File: src/rtl/dmem_access_unit_pkg.sv
// dmem_access_unit_pkg: shared funct3 encodings, FSM states and store lane replication.
//   lane_rep(f3, a, d) -> {be, wdata} for sb/sh/sw; any other store funct3 maps to sw lanes.
package dmem_access_unit_pkg;

    localparam logic [2:0] F3_LB  = 3'b000;
    localparam logic [2:0] F3_LH  = 3'b001;
    localparam logic [2:0] F3_LW  = 3'b010;
    localparam logic [2:0] F3_LBU = 3'b100;
    localparam logic [2:0] F3_LHU = 3'b101;
    localparam logic [2:0] F3_SB  = 3'b000;
    localparam logic [2:0] F3_SH  = 3'b001;
    localparam logic [2:0] F3_SW  = 3'b010;

    typedef enum logic [1:0] {S_IDLE, S_REQ, S_WAIT_R, S_DONE} state_t;

    typedef struct packed {
        logic [3:0]  be;
        logic [31:0] wdata;
    } lane_t;

    function automatic lane_t lane_rep(input logic [2:0] f3, input logic [1:0] a, input logic [31:0] d);
        lane_t r;
        r.be    = (f3 == F3_SB) ? 4'b0001 << a : (f3 == F3_SH) ? (a[1] ? 4'b1100 : 4'b0011) : 4'b1111;
        r.wdata = (f3 == F3_SB) ? {4{d[7:0]}} : (f3 == F3_SH) ? {2{d[15:0]}} : d;
        return r;
    endfunction

endpackage

File: src/rtl/dmem_access_unit_store_align.sv
// dmem_access_unit_store_align: combinational byte-enable, store-lane and alignment check.
//   in : is_load_i, fu3_i, addr_i (byte offset), store_data_i
//   out: be_o, wdata_o (zero for loads), misalign_o
module dmem_access_unit_store_align
    import dmem_access_unit_pkg::*;
(
    input  logic        is_load_i,
    input  logic [2:0]  fu3_i,
    input  logic [1:0]  addr_i,
    input  logic [31:0] store_data_i,
    output logic [3:0]  be_o,
    output logic [31:0] wdata_o,
    output logic        misalign_o
);

    logic        ld_legal, st_legal, half, word;
    logic [2:0]  f3n;
    lane_t       lane;

    // Unknown funct3 values are treated as word accesses, so they get the word alignment rule.
    assign ld_legal = fu3_i == F3_LB || fu3_i == F3_LH || fu3_i == F3_LW || fu3_i == F3_LBU || fu3_i == F3_LHU;
    assign st_legal = fu3_i == F3_SB || fu3_i == F3_SH || fu3_i == F3_SW;
    assign f3n      = (is_load_i ? ld_legal : st_legal) ? fu3_i : (is_load_i ? F3_LW : F3_SW);
    assign half     = is_load_i ? (f3n == F3_LH || f3n == F3_LHU) : f3n == F3_SH;
    assign word     = is_load_i ? f3n == F3_LW : f3n == F3_SW;
    assign lane     = lane_rep(f3n, addr_i, store_data_i);

    assign misalign_o = (half && addr_i[0]) || (word && addr_i != 2'b00);
    assign be_o       = is_load_i ? 4'b1111 : lane.be;
    assign wdata_o    = is_load_i ? 32'h0 : lane.wdata;

endmodule

File: src/rtl/dmem_access_unit.sv
// dmem_access_unit: memory-stage load/store controller with req/gnt/rvalid handshake and timeout.
//   pipeline side: mem_read, mem_write, fu3, alu_addr, store_data in; stall out
//   memory side  : dmem_req/we/be/addr/wdata out; dmem_gnt, dmem_rvalid, dmem_rdata in
//   load side    : load_word, load_addr, load_fu3, load_valid out
//   status pulses: store_done, misalign, bus_err
module dmem_access_unit
    import dmem_access_unit_pkg::*;
#(
    parameter int TIMEOUT = 16,
    parameter int CNT_W   = 8
) (
    input  logic        clk,
    input  logic        rst,
    input  logic        mem_read,
    input  logic        mem_write,
    input  logic [2:0]  fu3,
    input  logic [31:0] alu_addr,
    input  logic [31:0] store_data,
    output logic        stall,
    output logic        dmem_req,
    output logic        dmem_we,
    output logic [3:0]  dmem_be,
    output logic [31:0] dmem_addr,
    output logic [31:0] dmem_wdata,
    input  logic        dmem_gnt,
    input  logic        dmem_rvalid,
    input  logic [31:0] dmem_rdata,
    output logic [31:0] load_word,
    output logic [1:0]  load_addr,
    output logic [2:0]  load_fu3,
    output logic        load_valid,
    output logic        store_done,
    output logic        misalign,
    output logic        bus_err
);

    state_t            state_q, state_d;
    logic [CNT_W-1:0]  cnt_q, cnt_d;
    logic              req_q, req_d, we_q, we_d;
    logic [3:0]        be_q, be_d;
    logic [31:0]       addr_q, addr_d, wdata_q, wdata_d, lword_q, lword_d;
    logic [1:0]        laddr_q, laddr_d;
    logic [2:0]        lfu3_q, lfu3_d;
    logic              lv_q, lv_d, sd_q, sd_d, mis_q, mis_d, berr_q, berr_d;
    logic              acc, sa_mis, timeout, stall_c;
    logic [3:0]        sa_be;
    logic [31:0]       sa_wdata;

    assign acc = mem_read | mem_write;
    // >= rather than == so a grant on the last REQ cycle still times out in WAIT_R.
    assign timeout = cnt_q >= CNT_W'(TIMEOUT - 1);

    dmem_access_unit_store_align u_align (
        .is_load_i    (mem_read),
        .fu3_i        (fu3),
        .addr_i       (alu_addr[1:0]),
        .store_data_i (store_data),
        .be_o         (sa_be),
        .wdata_o      (sa_wdata),
        .misalign_o   (sa_mis)
    );

    always_comb begin
        state_d = state_q;
        cnt_d   = cnt_q;
        req_d   = req_q;
        we_d    = we_q;
        be_d    = be_q;
        addr_d  = addr_q;
        wdata_d = wdata_q;
        lword_d = lword_q;
        laddr_d = laddr_q;
        lfu3_d  = lfu3_q;
        lv_d    = 1'b0;
        sd_d    = 1'b0;
        mis_d   = 1'b0;
        berr_d  = 1'b0;
        stall_c = 1'b0;
        case (state_q)
            S_IDLE: if (acc) begin
                cnt_d = '0;
                if (sa_mis) begin
                    mis_d = 1'b1;
                end else begin
                    stall_c = 1'b1;
                    state_d = S_REQ;
                    req_d   = 1'b1;
                    we_d    = ~mem_read;
                    be_d    = sa_be;
                    addr_d  = {alu_addr[31:2], 2'b00};
                    wdata_d = sa_wdata;
                    laddr_d = mem_read ? alu_addr[1:0] : laddr_q;
                    lfu3_d  = mem_read ? fu3 : lfu3_q;
                end
            end
            S_REQ: begin
                stall_c = 1'b1;
                cnt_d   = cnt_q + 1'b1;
                if (dmem_gnt) begin
                    req_d   = 1'b0;
                    state_d = we_q ? S_DONE : S_WAIT_R;
                    sd_d    = we_q;
                end else if (timeout) begin
                    req_d   = 1'b0;
                    state_d = S_DONE;
                    berr_d  = 1'b1;
                    lword_d = we_q ? lword_q : 32'h0;
                end
            end
            S_WAIT_R: begin
                stall_c = 1'b1;
                cnt_d   = cnt_q + 1'b1;
                if (dmem_rvalid) begin
                    lword_d = dmem_rdata;
                    lv_d    = 1'b1;
                    state_d = S_DONE;
                end else if (timeout) begin
                    lword_d = 32'h0;
                    berr_d  = 1'b1;
                    state_d = S_DONE;
                end
            end
            default: state_d = S_IDLE;
        endcase
    end

    always_ff @(posedge clk or posedge rst) begin
        if (rst) begin
            state_q <= S_IDLE;
            cnt_q   <= '0;
            req_q   <= 1'b0;
            we_q    <= 1'b0;
            be_q    <= '0;
            addr_q  <= '0;
            wdata_q <= '0;
            lword_q <= '0;
            laddr_q <= '0;
            lfu3_q  <= '0;
            lv_q    <= 1'b0;
            sd_q    <= 1'b0;
            mis_q   <= 1'b0;
            berr_q  <= 1'b0;
        end else begin
            state_q <= state_d;
            cnt_q   <= cnt_d;
            req_q   <= req_d;
            we_q    <= we_d;
            be_q    <= be_d;
            addr_q  <= addr_d;
            wdata_q <= wdata_d;
            lword_q <= lword_d;
            laddr_q <= laddr_d;
            lfu3_q  <= lfu3_d;
            lv_q    <= lv_d;
            sd_q    <= sd_d;
            mis_q   <= mis_d;
            berr_q  <= berr_d;
        end
    end

    // stall is combinational from the request inputs, so it is masked while reset holds.
    assign stall      = stall_c & ~rst;
    assign dmem_req   = req_q;
    assign dmem_we    = we_q;
    assign dmem_be    = be_q;
    assign dmem_addr  = addr_q;
    assign dmem_wdata = wdata_q;
    assign load_word  = lword_q;
    assign load_addr  = laddr_q;
    assign load_fu3   = lfu3_q;
    assign load_valid = lv_q;
    assign store_done = sd_q;
    assign misalign   = mis_q;
    assign bus_err    = berr_q;

endmodule

File: config.mk
export PLATFORM = sky130hd
export DESIGN_NAME = dmem_access_unit
export DESIGN_NICKNAME = d
export VERILOG_FILES = /design/src/rtl/dmem_access_unit_pkg.sv /design/src/rtl/dmem_access_unit_store_align.sv /design/src/rtl/dmem_access_unit.sv
export SDC_FILE = /design/constraint.sdc
export NUM_CORES = 1
export LEC_CHECK = 0
export BUFFER_PORTS_ARGS = -buffer_cell sky130_fd_sc_hd__buf_2
export CAP_MARGIN = 5
export CELL_PAD_IN_SITES_DETAIL_PLACEMENT = 1
export CELL_PAD_IN_SITES_GLOBAL_PLACEMENT = 1
export CORE_MARGIN = 1.5
export CORE_UTILIZATION = 39
export DETAILED_ROUTE_END_ITERATION = 8
export MAX_ROUTING_LAYER = met4
export PLACE_DENSITY_LB_ADDON = 0.1
export SLEW_MARGIN = 25
export SYNTH_ARGS = -nofsm -noshare
export SYNTH_HDL_FRONTEND = slang
export SYNTH_SLANG_ARGS = --single-unit
File: constraint.sdc
create_clock -name clk -period 6.35 [get_ports clk]
set_clock_uncertainty 0.15 [all_clocks]
set_input_delay 0 -clock clk [delete_from_list [all_inputs] [get_ports clk]]
set_output_delay 0 -clock clk [all_outputs]
set_load 0.01 [all_outputs]
==> results by group, run 1 <==
Setup path
  • Worst Path Arrival: 3530 ps
  • Worst-path maximum fanout: 48
  • Setup crit end kind: flop
  • Required time of the critical path: 6560 ps
  • Kind of start point of the critical path: flop
  • Critical Setup Path Class: flop to flop

STA
  • Max-slew headroom: 35.5%
  • Highest Clock Rate: 301 MHz
  • Worst-margin pin slew: 967 ps
  • Post-route minimum period: 3320 ps
  • Final Hold Violating Endpoints: 0
  • Share of the clock period used by the worst path after layout: 52.3%
  • Final max-slew violation count: 0
  • Setup TNS: 0 ps
  • Unrepaired setup endpoints after global routing: no
  • Number of setup violations in the final report: 0

Logic synthesis
  • Number of instances in the synthesized netlist: 550
  • Commonest cells post-synth: sky130_fd_sc_hd__nand2_1 (142), sky130_fd_sc_hd__dfrtp_1 (119), sky130_fd_sc_hd__inv_1 (41)
  • Yosys cell types: 42
  • Synthesized area divided by synthesized cell count: 10.2 sq um
  • Top-area cell type share of the netlist area: 53.1%
  • Cell area after synthesis: 5610 sq um
  • Area leader, netlist: sky130_fd_sc_hd__dfrtp_1
  • Sequential area share after synthesis: 53.1%
  • Flip-flop cell with the highest count after synthesis: sky130_fd_sc_hd__dfrtp_1
  • Yosys warning count: 0
  • Share of flip-flops with an asynchronous set or reset after synthesis: 100%
  • Number of enable flip-flop cells after synthesis: 0
  • Top cells by area in the synthesized netlist: sky130_fd_sc_hd__dfrtp_1 (53%), sky130_fd_sc_hd__nand2_1 (9.5%), sky130_fd_sc_hd__nand3_2 (5.2%)
  • Most instantiated library cell after synthesis: sky130_fd_sc_hd__nand2_1
  • Number of synthesized register bits: 119

Pwr
  • Leakage: 4.35 nW
  • Switching power share of the total: 36.8%
  • Power Dens Cells: 437 nW/um^2
  • Portion of total power attributed to combinational logic: 37.7%
  • Part of the total power dissipated in the clock network: 28.5%
  • Flop pwr share: 33.8%
  • Internal power: 2.37 mW
  • Switching power of the nets: 1.38 mW
  • Overall power after layout: 3.75 mW
  • VDD IR max: 193 uV

Floorplanning
  • Core area: 13,900 sq um
  • Overall die height: 123 um
  • Die W: 123 um
  • I/O pin count: 217
  • Effective utilization at floorplan: 40.3%
  • Number of placement rows: 43
  • DIE AREA: 15,100 sq um

Routing
  • Final Routed Wirelength: 20,100 um
  • DRC violations left: 0
  • Post-detailed-route wirelength per cell: 18.8 um
  • Vias per inst: 5.01
  • Antenna Nets Post-Route: 0
  • Iteration-0 DRC count of the detailed router: 272
  • Number of detailed-route iterations in the first pass: 4
  • Vias post-DR: 5,352

Job
  • Count of max-cap constraint violations: 0

Placement
  • Number of cells after detailed placement: 913
  • Buffers on Ports: 214
  • Gp weighted congestion: 0.750
  • HPWL reported at the end of detailed placement: 11,700 um

Layout
  • FF/Latch Area: 2980 sq um
  • Total Nets Final: 985
  • Fraction of final layout cells with drive strength greater than 1: 36.3%
  • Combined area of the multi-input logic cells: 2250 sq um
  • Cell Count, Final, Fillers Out: 1,069
  • Area delta synth->final: 53.1%
  • Final core occ: 61.6%
  • Number of fill cells in the layout: 1,570

Global route
  • First-pass GRT wire length: 31,100 um
  • Via count of the first global-routing pass: 5,919
  • Initial antenna violation count: 1
  • GRT Residual Overflow: 0
  • GRT Resource Usage Total: 28.1%
  • Largest net degree at the start of global routing: 65

Clocking
  • Later-pin clock latency in the skew report: 420 ps
  • Root buffer cell: sky130_fd_sc_hd__clkbuf_16
  • Number of levels in the clock H-tree: 4
  • CTS Buf Count: 17
  • Clock tree from TritonCTS: yes
  • Clock tree buffer depth: 2
  • CTS sink count: 119
  • Total setup buffers inserted after CTS: 0
  • Clock transition at the registers of the reported paths: 60 ps

Hold path
  • Path category of the worst min-delay check: primary input to flop

Status
  • Outcome: completed
## critical path, stage by stage (launching register included)
cell and delay [ps]:
sky130_fd_sc_hd__dfrtp_1 420, sky130_fd_sc_hd__inv_1 130, sky130_fd_sc_hd__ha_1 420, sky130_fd_sc_hd__nand3b_2 660
sky130_fd_sc_hd__buf_4 540, sky130_fd_sc_hd__o31ai_1 310, sky130_fd_sc_hd__dlygate4sd3_1 590
## power groups by stage
| stage | Clock [mW] | Combinational [mW] | Sequential [mW] |
|---|---|---|---|
| detailed placement | 0 | 1.26 | 1.27 |
| CTS | 1.08 | 1.39 | 1.26 |
| global placement | 0 | 1.21 | 1.25 |
| finish | 1.07 | 1.41 | 1.27 |
| global route | 1.12 | 1.55 | 1.30 |
| floorplan | 0 | 0.605 | 1.40 |
## cells in the final DEF, fill, tap and decap left out, types with 2 or more instances in the layout
master                          count
sky130_fd_sc_hd__a21oi_1            5
sky130_fd_sc_hd__nand3_1           10
sky130_fd_sc_hd__mux2i_1           24
sky130_fd_sc_hd__o21ai_2           32
sky130_fd_sc_hd__clkinvlp_4         2
sky130_fd_sc_hd__dfrtp_1          119
sky130_fd_sc_hd__ha_1               5
sky130_fd_sc_hd__nand3_2           29
sky130_fd_sc_hd__nor3_1             3
sky130_fd_sc_hd__bufinv_16          5
sky130_fd_sc_hd__o22a_1             2
sky130_fd_sc_hd__o31ai_1           19
sky130_fd_sc_hd__o21ai_0           29
sky130_fd_sc_hd__nor2_1             8
sky130_fd_sc_hd__a22o_1            10
sky130_fd_sc_hd__inv_1             40
sky130_fd_sc_hd__clkbuf_16         17
sky130_fd_sc_hd__nand2_1          142
sky130_fd_sc_hd__clkinv_4           5
sky130_fd_sc_hd__mux2_2             4
sky130_fd_sc_hd__a21o_1             4
sky130_fd_sc_hd__dlygate4sd3_1    123
sky130_fd_sc_hd__buf_2            214
sky130_fd_sc_hd__buf_4              3
sky130_fd_sc_hd__conb_1             2
sky130_fd_sc_hd__a31oi_1            2
sky130_fd_sc_hd__and3_1             4
sky130_fd_sc_hd__o22ai_1            4
sky130_fd_sc_hd__clkinv_2           2
## area by class of cell
| cell class | count | share of cell area [%] |
|---|---|---|
| inverter | 41 | 1.82 |
| tap | 180 | 2.62 |
| multi-input combinational | 356 | 26.2 |
| antenna | 1 | 0.0291 |
| clock buffer | 17 | 4.95 |
| sequential | 119 | 34.7 |
| clock inverter | 15 | 2.65 |
| timing repair buffer | 340 | 27.1 |
## path summary, 6_finish.rpt
| kind | start | end | slack, ps | cells past startpoint |
|---|---|---|---|---|
| worst max-delay path | state_q[0] | dmem_wdata[25] | 3030 | 6 |
| worst min-delay path | fu3[0] | load_fu3[0] | 30 | 3 |
| worst max register to register | state_q[0] | dmem_wdata[25] | 3030 | 6 |
| worst min register to register | dmem_addr[27] | dmem_addr[27] | 330 | 2 |
| max in group asynchronous | rst | dmem_addr[24] | 4570 | 4 |
| min in group asynchronous | rst | cnt_q[0] | 120 | 3 |
## sequential cells by signal, indices dropped and copies added (netlist names)
register,flops
bus_err,1
dmem_be,4
misalign,1
dmem_we,1
load_fu3,3
load_addr,2
store_done,1
load_valid,1
dmem_addr,30
dmem_wdata,32
state_q,2
cnt_q,8
load_word,32
dmem_req,1
## routing by layer
metal  GRT usage [%]  wire length (um)  up-vias
met5               -                 0        -
met4            10.8               481        0
met3            6.23              1110       42
met2            48.5             10300      173
met1            31.8              8170     2640
li1                -                 -     2497
## logic make-up after synthesis
group	after synthesis	share of synthesized area (%)
AOI/OAI and AO/OA	114	14.9
adders and majority gates	5	1.12
buffers and inverters	76	7.09
DFF	119	53.1
muxes	28	5.09
other	1	0.0669
and+or+nand+nor	207	18.7
## stage by stage
| stage | setup WS [ps] | hold slack, ps | instance area (sq um) |
|---|---|---|---|
| 3_5_place_dp | 3360 | 36.0 | 6700 |
| 6_report | 3030 | 34.3 | 8590 |
| 2_1_floorplan | 3040 | -99.3 | 5610 |
| 5_1_grt | 2780 | 50.9 | 8590 |
| 4_1_cts | 3020 | 5.38 | 8580 |
| 3_3_place_gp | 3500 | 36.0 | 6700 |
## repair_timing
| item | in CTS | in global routing |
|---|---|---|
| endpoints found under the setup margin | 0 | 0 |
| hold buffers | 123 | 0 |
| endpoints found under the hold margin | 163 | 0 |
| resized for setup | 0 | 0 |
(Power assumes the default switching activity.)
==> run 2, diff against run 1 <==
Settings changed: CORE_UTILIZATION 39 to 33.
Clock period 6.35 ns to 2.73 ns, I/O delays scaled along.
==> run 2 against run 1 <==
Net effect: hold slack better by 92 ps; design area increased by 0.73%; clock power rose by 120%; sequential share of layout area down 0.25 points; wire length is 8.2% lower; total power grew 130%; via count is 1.9% lower; flip-flop and latch count unchanged; core utilization decreased by 9.5 points; combinational power increased by 130%; largest power group unchanged; highest routed layer unchanged.
==> results by group, run 2 (synthesized netlist as in run 1, its figures left out) <==
Routing
  • Post-detailed-route wirelength per cell: 16.6 um
  • Vias per inst: 4.73
  • Number of detailed-route iterations in the first pass: 4
  • Antenna Nets Post-Route: 0
  • Iteration-0 DRC count of the detailed router: 174
  • Final Routed Wirelength: 18,400 um
  • Vias post-DR: 5,249
  • DRC violations left: 0

Setup path
  • Critical Setup Path Class: primary input to flop
  • Setup crit end kind: flop
  • Kind of start point of the critical path: primary input
  • Worst Path Arrival: 2730 ps
  • Required time of the critical path: 2930 ps
  • Worst-path maximum fanout: 48

STA
  • Max-slew headroom: 33.2%
  • Unrepaired setup endpoints after global routing: no
  • Setup TNS: 0 ps
  • Final Hold Violating Endpoints: 0
  • Worst-margin pin slew: 1000 ps
  • Number of setup violations in the final report: 0
  • Share of the clock period used by the worst path after layout: 92.9%
  • Highest Clock Rate: 394 MHz
  • Post-route minimum period: 2540 ps
  • Final max-slew violation count: 0

Global route
  • Largest net degree at the start of global routing: 120
  • Met3 usage: 4.22%
  • Met1 capacity usage during global routing: 26.6%
  • Initial antenna violation count: 0
  • Via count of the first global-routing pass: 5,746
  • First-pass GRT wire length: 29,800 um
  • GRT Resource Usage Total: 21.9%
  • Met2 routing resource usage after global routing: 35.8%
  • GRT Residual Overflow: 0
  • Grt peak-use layer: met2

Floorplanning
  • Overall die height: 133 um
  • DIE AREA: 17,800 sq um
  • Effective utilization at floorplan: 33.8%
  • Number of placement rows: 47
  • Core area: 16,600 sq um
  • Die W: 133 um
  • I/O pin count: 217

Clocking
  • Total setup buffers inserted after CTS: 0
  • CTS sink count: 119
  • CTS Buf Count: 17
  • Number of levels in the clock H-tree: 4
  • Later-pin clock latency in the skew report: 410 ps
  • Clock tree buffer depth: 2
  • Root buffer cell: sky130_fd_sc_hd__clkbuf_16
  • Clock tree from TritonCTS: yes
  • Clock transition at the registers of the reported paths: 50 ps

Placement
  • Buffers on Ports: 214
  • Cell area after placement: 6800 sq um
  • HPWL reported at the end of detailed placement: 11,800 um
  • Number of cells after detailed placement: 956
  • Gp weighted congestion: 0.760

Job
  • Count of max-cap constraint violations: 0

Status
  • Outcome: completed

Layout
  • Area delta synth->final: 54.2%
  • ANT cells: 0
  • Number of fill cells in the layout: 1,916
  • Total Nets Final: 988
  • Final std cell area, no fill: 8650 sq um
  • Cell Count, Final, Fillers Out: 1,110
  • Fraction of final layout cells with drive strength greater than 1: 36.4%
  • Most common cell after layout, fill and taps aside: sky130_fd_sc_hd__buf_2
  • Most used cells in the layout excluding fill and tap cells: sky130_fd_sc_hd__buf_2 (214), sky130_fd_sc_hd__nand2_1 (142), sky130_fd_sc_hd__dlygate4sd3_1 (123)

Pwr
  • VDD IR max: 433 uV
  • Power Dens Cells: 980 nW/um^2
  • Leakage: 4.36 nW

Hold path
  • Path category of the worst min-delay check: primary input to async pin
## run 2: cell types whose count changed in the layout (fill, tap and decap cells not counted), moves of 2 or more
cell                        before  now
sky130_fd_sc_hd__clkinv_2        2    4
sky130_fd_sc_hd__bufinv_16       5    3
sky130_fd_sc_hd__clkbuf_8        0    5
sky130_fd_sc_hd__buf_12          0    2
sky130_fd_sc_hd__clkinv_4        5    1
## run 2: power by group
part,leakage [nW],switching (mW),internal (mW)
combinational,2.51,1.83,1.38
sequential,1.54,0.416,2.51
clock,0.309,0.792,1.55
## run 2: through the flow
stage	total power, mW	setup slack (ps)	utilization (%)	hold WS [ps]
global placement	5.77	430	41.0	40.2
floorplan	4.66	934	-	-99.3
global route	9.02	86.8	52.2	179
finish	8.47	194	52.2	127
detailed placement	5.90	311	41.0	47.0
CTS	8.52	212	52.1	134
## run 2: cell type report
class / instances / area, sq um / share of cell area, %
flip-flops and latches: 119 / 2980 / 34.4
repair buffers: 343 / 2370 / 27.4
multi-input cells: 356 / 2250 / 26.0
clock buffers: 23 / 498 / 5.76
well taps: 220 / 275 / 3.18
inverters: 41 / 158 / 1.82
clock inverters: 8 / 119 / 1.37
## run 2: worst max-delay path: stages
cell                            delay, ps
sky130_fd_sc_hd__dlygate4sd3_1        520
sky130_fd_sc_hd__buf_2                400
sky130_fd_sc_hd__and2b_1              280
sky130_fd_sc_hd__o22ai_4              200
sky130_fd_sc_hd__nand3b_2             110
sky130_fd_sc_hd__buf_4                290
sky130_fd_sc_hd__o31ai_1              310
sky130_fd_sc_hd__dlygate4sd3_1        590
## run 2: final timing paths
path | slack (ps) | from | cells past startpoint | to
max reg2reg | 270 | state_q[1] | 7 | load_word[16]
min reg2reg | 310 | dmem_addr[29] | 2 | dmem_addr[29]
min | 130 | rst | 4 | cnt_q[2]
max | 190 | mem_read | 8 | dmem_wdata[22]
min in group clk | 170 | alu_addr[10] | 4 | dmem_addr[10]
max in group asynchronous | 1700 | rst | 4 | dmem_wdata[3]
## run 2: per-layer routing
metal  vias up  wire length, um
met5         -                0
met4         0              418
met3        29              779
met2       147             9100
met1      2575             8140
li1       2498                -
## run 2: repair_timing
action                     4_1_cts  5_1_grt
hold buffers                   123        0
hold endpoints to repair       227        0
gates resized for setup          0        1
setup endpoints to repair        0        3
